### src/rtl/bcd_to_xs3_fsm.sv
// Serial BCD-to-Excess-3 converter: a fixed 9-cycle frame of 4 receive,
// 1 compute and 4 transmit states, MSB first in both directions.
module bcd_to_xs3_fsm (
  input  logic       clk,
  input  logic       rst,
  input  logic       in,
  output logic       out,
  output logic [3:0] s_xs3_out,
  output logic [3:0] s_bcd_in
);

  typedef enum logic [3:0] {
    RX0  = 4'd0,
    RX1  = 4'd1,
    RX2  = 4'd2,
    RX3  = 4'd3,
    CALC = 4'd4,
    TX0  = 4'd5,
    TX1  = 4'd6,
    TX2  = 4'd7,
    TX3  = 4'd8
  } state_t;

  state_t state_r;
  state_t next_s;

  // State register; reset drops any partial frame and restarts at RX0
  always_ff @(posedge clk) begin
    if (rst) begin
      state_r <= RX0;
    end else begin
      state_r <= next_s;
    end
  end

  // Next-state logic: unconditional cyclic walk through the frame
  always_comb begin
    next_s = RX0;
    case (state_r)
      RX0:     next_s = RX1;
      RX1:     next_s = RX2;
      RX2:     next_s = RX3;
      RX3:     next_s = CALC;
      CALC:    next_s = TX0;
      TX0:     next_s = TX1;
      TX1:     next_s = TX2;
      TX2:     next_s = TX3;
      TX3:     next_s = RX0;
      default: next_s = RX0;
    endcase
  end

  // Datapath registers: shift in during RX, convert once in CALC, hold otherwise
  always_ff @(posedge clk) begin
    if (rst) begin
      s_bcd_in  <= 4'd0;
      s_xs3_out <= 4'd0;
    end else begin
      case (state_r)
        RX0, RX1, RX2, RX3: s_bcd_in <= {s_bcd_in[2:0], in};
        // Non-BCD digits wrap modulo 16 rather than being flagged
        CALC:               s_xs3_out <= s_bcd_in + 4'd3;
        default: begin
          s_bcd_in  <= s_bcd_in;
          s_xs3_out <= s_xs3_out;
        end
      endcase
    end
  end

  // Serial output decode from the state register; 0 outside transmit states
  always_comb begin
    out = 1'b0;
    case (state_r)
      TX0:     out = s_xs3_out[3];
      TX1:     out = s_xs3_out[2];
      TX2:     out = s_xs3_out[1];
      TX3:     out = s_xs3_out[0];
      default: out = 1'b0;
    endcase
  end

endmodule

### config.mk
export PLATFORM = sky130hd
export DESIGN_NAME = bcd_to_xs3_fsm
export DESIGN_NICKNAME = d
export VERILOG_FILES = /design/src/rtl/bcd_to_xs3_fsm.sv
export SDC_FILE = /design/constraint.sdc
export NUM_CORES = 1
export LEC_CHECK = 0
export CORE_AREA = 10 10 47 49
export DETAILED_ROUTE_END_ITERATION = 16
export DIE_AREA = 0 0 57 59
export PLACE_DENSITY = 0.7
export SLEW_MARGIN = 20
export SYNTH_ARGS = -nofsm -noshare
export SYNTH_HDL_FRONTEND = slang
export SYNTH_SLANG_ARGS = --single-unit
### constraint.sdc
create_clock -name clk -period 1.7 [get_ports clk]
set_input_delay 0.17 -clock clk [delete_from_list [all_inputs] [get_ports clk]]
set_output_delay 0.17 -clock clk [all_outputs]
set_load 0.01 [all_outputs]
### Word level (Yosys, flattened, before mapping)

Memory sizes are Yosys's and may differ from the RTL's. A register that Yosys moved wholly into a read port is not among the register bits.
Index checks and enable logic that the tools add are counted.

| storage, ports and cells | value |
|---|---|
| flip-flop bits (word level) | 8 |
| bits in read-only memories | 64 |
| output and inout port bits | 9 |
| word-level logic and storage cells | 15 |
| memories | 1 |

| cells by class | value |
|---|---|
| add/sub/neg operators | 1 |
| equal/unequal tests | 8 |
| mux-type cells | 1 |
| reductions and logical operators | 2 |

Memories:

| memory | depth | width | rd ports | clocked after Yosys merged registers in | wr ports | line | source |
|---|---|---|---|---|---|---|---|
| (no name shown) | 16 | 4 | 1 | 1 | 0 | 39 | `case (state_r)` |

Operators with widths:

| cell | count |
|---|---|
| equality test 4 x 3 -> 1 bit (second input constant) | 4 |
| equality test 4 x 2 -> 1 bit (second input constant) | 2 |
| adder 4 x 2 -> 4 bit (second input constant) | 1 |
| equality test 4 x 1 -> 1 bit (second input constant) | 1 |
| equality test 4 bit (second input constant) | 1 |
| logical NOT 4 bit | 1 |
| case mux 1 bit (4 select lines) | 1 |
| OR reduction 4 bit | 1 |

### Logic depth before layout (Yosys ltp)

Gate-level depths: netlist (run 1).

| depth | value |
|---|---|
| depth in word-level cells | 2 |
| gate-level depth with buffers | 6 |

### Worst setup path before layout (run 1)

No wires, ideal clock.

| path | value |
|---|---|
| path type | register -> register |
| start point | register state_r[0] |
| end point | register s_bcd_in[0] |
| setup time | 0.132 ns |
| arrival time | 1.179 ns |
| path slack | 0.389 ns |
| stages on the path, launching flop included | 6 |
| clock period less this slack | 1.311 ns |
| cells stage by stage | dfxtp_1 -> inv_1 -> ha_1 -> nor4_1 -> nor3_2 -> mux2i_1 |

| on the way | value |
|---|---|
| longest elaborated chain between the ends | 2 |
| elaborated cells between the ends (all ways) | 5 |

RTL lines:

| element | line | source |
|---|---|---|
| start, declared | 24 | `state_t state_r;` |
| equality test 4 x 1 -> 1 bit (tied with other cells) | 59 | `case (state_r)` |
| OR reduction 4 bit (*) | 59 |  |
| end signal, assigned | 60 | `RX0, RX1, RX2, RX3: s_bcd_in <= {s_bcd_in[2:0], in};` |
| end signal, assigned | 64 | `s_bcd_in <= s_bcd_in;` |
| end, declared | 9 | `output logic [3:0] s_bcd_in` |

Mark *: on every way between the ends. The rest lies on a longest branch, timed or not.
A chain may end at the register's enable or synchronous reset.

### Final worst setup path (run 1)

| path | value |
|---|---|
| start point | register state_r[1] |
| end point | output port out |

| on the way | value |
|---|---|
| longest elaborated chain between the ends | 2 |
| elaborated cells between the ends (all ways) | 5 |

RTL lines:

| element | line | source |
|---|---|---|
| equality test 4 bit or equality test 4 x 3 -> 1 bit (tied branches) | 74 | `case (state_r)` |
| case mux 1 bit (4 select lines) (*) | 74 |  |
| end, declared | 7 | `output logic out,` |

Marked as above.

==> results of run 1 <==
==> per-stage QoR <==
step	setup slack (ns)	hold slack [ns]	total power [mW]	util [%]	instance area, sq um
3_5_place_dp	-0.0185	0.502	0.447	52.1	731
4_1_cts	0.00164	0.451	0.681	55.0	771
6_report	0.0435	0.448	0.692	57.8	810
5_1_grt	-0.0487	0.480	0.724	57.8	810
3_3_place_gp	0.00998	0.490	0.444	52.1	731
2_1_floorplan	0.389	0.326	0.396	-	578
==> power by group <==
part	total (mW)	leakage, nW	internal [mW]	switching, mW
sequential	0.316	0.0986	0.298	0.0176
clock	0.235	0.0210	0.130	0.105
combinational	0.142	0.194	0.0785	0.0633
total	0.692	0.313	0.507	0.185
==> synth_stat cells (all sizes together) <==
| library cell | instances |
|---|---|
| dfxtp | 12 |
| nand4b | 1 |
| ha | 5 |
| nand3 | 1 |
| xor2 | 1 |
| xnor2 | 2 |
| buf | 1 |
| mux2i | 6 |
| inv | 4 |
| o21ai | 2 |
| nor3b | 1 |
| a222oi | 1 |
| a211oi | 2 |
| clkbuf | 1 |
| nor3 | 4 |
| and3b | 1 |
| nor4 | 1 |
| nand2b | 6 |
| nor2 | 4 |
==> registers in the layout (all words and copies together) (netlist names) <==
register and count:
s_xs3_out 4, state_r 4, s_bcd_in 4
==> final cells by class <==
type	count	share of cell area, %
repair buffers	18	19.5
clock buffers	4	4.48
flip-flops and latches	12	30.3
inverters	4	1.85
multi-input cells	38	41.4
well taps	16	2.47
==> tightest hold or removal path, cell delays in order <==
cell and delay, ns:
clkdlybuf4s50_1 0.39, nand2b_1 0.06, mux2i_1 0.06
==> kinds of logic (layout without fill, tap and decap cells) <==
family	after synthesis	in the layout	synth area share [%]
flops	12	12	41.6
simple gates	19	19	19.7
xor+xnor	3	3	4.55
fa+ha+maj	5	5	10.8
buf+inv	6	26	5.19
compound gates	5	5	7.79
mux	6	6	10.4
==> layer usage <==
layer  share of wire, %  GRT usage (%)
met1                 41           7.12
met5                  0              0
met3                9.5           3.43
met4                3.2           8.05
met2                 47           11.5
==> final timing paths <==
path | startpoint | end | slack [ns] | depth (start not counted)
max | state_r[1] | out | 0.04 | 5
min reg2reg | s_bcd_in[3] | s_bcd_in[3] | 0.50 | 2
min | in | s_bcd_in[0] | 0.45 | 3
max reg2reg | state_r[0] | s_bcd_in[1] | 0.17 | 6
==> timing repair <==
| action | CTS | global route |
|---|---|---|
| setup endpoints to repair | 1 | 1 |
| setup buffers | 0 | 2 |
| resized for setup | 6 | 9 |
| cloned | 0 | 0 |
| pin swaps | 2 | 3 |
==> results.sh, run 1 <==
export IMPL_outcome="finished clean"
export IMPL_finalCritPeriodShare_pct=97.4
export IMPL_gr_total_overflow=0
export IMPL_drtIter0Drc=5
export IMPL_fin_tns_setup_ns=0
export IMPL_gp_congestion=0.748
export IMPL_syn_area_sq_um=578
export IMPL_synth_top_area_share_pct=41.6
export IMPL_grt_setup_unrepaired="yes"
export IMPL_rows=14
export IMPL_syn2layout_area_growth_pct=40.0
export IMPL_crit_chain="inv_2 -> ha_4 -> a222oi_1 -> o21ai_1 -> buf_2"
export IMPL_cellPowerDensity_mw_per_mm2=855
export IMPL_path_buf_inv=2
export IMPL_drc=0
export IMPL_placed_cells=86
export IMPL_hpwl_um=900
export IMPL_finalNetCount=85
export IMPL_clk_pin_slew_ns=0.08
export IMPL_hold_viol=0
export IMPL_fin_skew_ns=0.00183
export IMPL_die_height_um=59
export IMPL_drv_slew=0
export IMPL_grt_pass1_wl_mm=1.96
export IMPL_yosys_warnings=0
export IMPL_syn_area_per_cell_sq_um=10.3
export IMPL_path_delay_family="compound AO/OA/AOI/OAI gates"
export IMPL_clock_path_buffers=2
export IMPL_yosys_area_top_type="dfxtp_1"
export IMPL_synth_seq_cells=12
export IMPL_cts_buffers=3
export IMPL_viasPerCell=5.08
export IMPL_fillCellCount=133
export IMPL_multiInputGateArea_sq_um=335
export IMPL_max_stage_delay_ns=0.36
export IMPL_path_max_fanout=3
export IMPL_diodes=0
export IMPL_clock_latency_ns=0.28
export IMPL_cts_hold_buffers=0
export IMPL_cts_tree="built"
export IMPL_cts_sinks=12
export IMPL_ys_seq_area_share_pct=41.6
export IMPL_root_buffer="clkbuf_4"
export IMPL_seqCellArea_sq_um=245
export IMPL_min_path_type="in -> reg"
export IMPL_worstSetupStartpointType="flip-flop"
export IMPL_io_pins=12
export IMPL_dr_pass1_iters=4
export IMPL_postRouteAntennaNets=0
export IMPL_critPathRequiredTime_ns=1.53
export IMPL_start_util_pct=41.2
export IMPL_wl_mm=1.29
export IMPL_leakagePower_nw=0.313
export IMPL_drive_above_1_share_pct=28.9
export IMPL_grt_usage_pct=7.52
export IMPL_antenna_found_initial=0
export IMPL_fp_coreArea_sq_mm=0.00140
export IMPL_synth_nets=64
export IMPL_syn_instance_count=56
export IMPL_crit_path_end_kind="primary output"
export IMPL_cts_htree_levels=1
export IMPL_worst_pin_slew_ns=0.436
export IMPL_irDropWorstVdd_v=0.000578
export IMPL_via_count=467
export IMPL_fmax_ghz=0.604
export IMPL_dieWidth_um=57
export IMPL_netlist_top_cells_area="dfxtp_1, ha_1, mux2i_1"
export IMPL_finalSetupViolCount=0
export IMPL_dieArea_sq_mm=0.00336
export IMPL_max_slew_margin_pct=70.8
export IMPL_synth_cell_types=20
export IMPL_placement_io_buffers=11
export IMPL_fin_crit_ns=1.66
export IMPL_crit_arrival_ns=1.49
export IMPL_wl_per_cell_um=14.0
export IMPL_grt_max_degree=10
export IMPL_cap_violations=0
export IMPL_grt_pass1_vias=465
export IMPL_critPathSlowestCell="a222oi_1"
export IMPL_layout_common_cells="clkdlybuf4s50_1, dfxtp_1, buf_4"
export IMPL_critPathKind="reg -> out"
export IMPL_fin_cells=92
No activity file was read; power rests on OpenSTA's default activity.
==> inputs of run 2 (changes only) <==
clock period = 1.8 ns   (was 1.7 ns; I/O delays follow)
==> run 2 against run 1 <==
Compared with the run above: non-clock buffer count fell by 7; sequential share of layout area up 3.7 points; power decreased by 18%; critical path type unchanged; highest routed layer unchanged; clock-buffer cell count is 1 lower; cell count down 8.7%; hold slack better by 0.016 ns; routed wire length fell by 16%; clock skew increased by 0.0034 ns.
==> results.sh, run 2 (synthesis results as in run 1) <==
export IMPL_placed_area_sq_um=693
export IMPL_placed_cells=81
export IMPL_fin_skew_ns=0.00518
export IMPL_clock_latency_ns=0.28
export IMPL_crit_path_end_kind="primary output"
export IMPL_cts_hold_buffers=0
export IMPL_die_height_um=59
export IMPL_drtIter0Drc=8
export IMPL_root_buffer="clkbuf_4"
export IMPL_fin_crit_ns=1.68
export IMPL_start_util_pct=41.2
export IMPL_wl_per_cell_um=12.9
export IMPL_antenna_found_initial=0
export IMPL_max_slew_margin_pct=71.7
export IMPL_dieArea_sq_mm=0.00336
export IMPL_wl_mm=1.09
export IMPL_fin_area_sq_um=713
export IMPL_placement_io_buffers=11
export IMPL_worst_pin_slew_ns=0.422
export IMPL_leakagePower_nw=0.274
export IMPL_grt_max_degree=14
export IMPL_outcome="finished clean"
export IMPL_grt_pass1_vias=427
export IMPL_finalNetCount=78
export IMPL_fin_tns_setup_ns=0
export IMPL_worstSetupStartpointType="flip-flop"
export IMPL_cts_sinks=12
export IMPL_gr_total_overflow=0
export IMPL_layout_common_cells="clkdlybuf4s50_1, dfxtp_1, nand2b_1, mux2i_1, ha_1"
export IMPL_top_regs="s_bcd_in x4, s_xs3_out x4, state_r x4"
export IMPL_diodes=0
export IMPL_via_count=427
export IMPL_fillCellCount=131
export IMPL_fin_util_pct=50.9
export IMPL_grt_pass1_wl_mm=1.81
export IMPL_critPathRequiredTime_ns=1.62
export IMPL_fmax_ghz=0.596
export IMPL_cts_buffers=3
export IMPL_dieWidth_um=57
export IMPL_drv_slew=0
export IMPL_viasPerCell=5.08
export IMPL_drc=0
export IMPL_cap_violations=0
export IMPL_grt_setup_unrepaired="no"
export IMPL_postRouteAntennaNets=0
export IMPL_path_max_fanout=5
export IMPL_crit_arrival_ns=1.50
export IMPL_hpwl_um=852
export IMPL_grt_usage_pct=6.95
export IMPL_min_path_type="reg -> reg"
export IMPL_critPathKind="reg -> out"
export IMPL_cts_tree="built"
export IMPL_dr_pass1_iters=5
export IMPL_irDropWorstVdd_v=0.000445
export IMPL_preCtsSetupSlack_ns=0.0254
export IMPL_power_mw=0.567
export IMPL_rows=14
export IMPL_drive_above_1_share_pct=13.2
export IMPL_syn2layout_area_growth_pct=23.4
export IMPL_io_pins=12
export IMPL_cts_htree_levels=1
export IMPL_cellPowerDensity_mw_per_mm2=795
export IMPL_fin_cells=84
export IMPL_finalSetupViolCount=0
export IMPL_whs_ns=0.464
export IMPL_gp_congestion=0.678
export IMPL_finalCritPeriodShare_pct=93.1
export IMPL_fin_ws_ns=0.123
export IMPL_clock_path_buffers=2
export IMPL_hold_viol=0
export IMPL_fp_coreArea_sq_mm=0.00140
export IMPL_clk_pin_slew_ns=0.06
run 2: final timing paths:
kind                    from          end  slack (ns)  cells after the start
setup reg to reg  state_r[0]  s_bcd_in[0]        0.39                      5
hold reg to reg   state_r[0]   state_r[0]        0.46                      1
setup / recovery  state_r[0]          out        0.12                      5
hold / removal    state_r[0]   state_r[0]        0.46                      1
run 2: repair_timing:
action,in CTS,in global routing
resized for setup,5,1
endpoints found under the setup margin,1,1
pin swaps,1,1
cloned,0,0
setup buffers,0,0
run 2: critical path, cell delays in order (launching register included):
cell      delay (ns)
dfxtp_2         0.37
inv_1           0.07
ha_1            0.21
a222oi_1        0.33
o21ai_1         0.12
clkbuf_2        0.14
run 2: power by group:
group          leakage [nW]  switching (mW)  total [mW]  internal, mW
Clock                0.0138          0.0862       0.164        0.0776
Combinational         0.161          0.0486       0.105        0.0564
Sequential           0.0983          0.0162       0.298         0.282
Total                 0.274           0.151       0.567         0.416
run 2: area by class of cell:
class                   count  area (sq um)  share of cell area (%)
inverters                   4          15.0                    2.11
repair buffers             11           105                    14.7
flip-flops and latches     12           243                    34.0
multi-input cells          38           308                    43.2
clock buffers               3          22.5                    3.16
well taps                  16          20.0                    2.81
run 2: per-layer routing:
layer / wire length (um) / up-vias / global-route usage (%)
met4: 44 / 0 / 7.05
met2: 452 / 16 / 10.5
met3: 115 / 5 / 3.43
met5: 0 / - / 0
met1: 473 / 185 / 6.62
li1: - / 221 / -
==> inputs of run 3 (changes only) <==
TNS_END_PERCENT = 20   (was default)
==> results of run 3 <==
No change in the layout: final DEF, timing and power equal those of run 2.
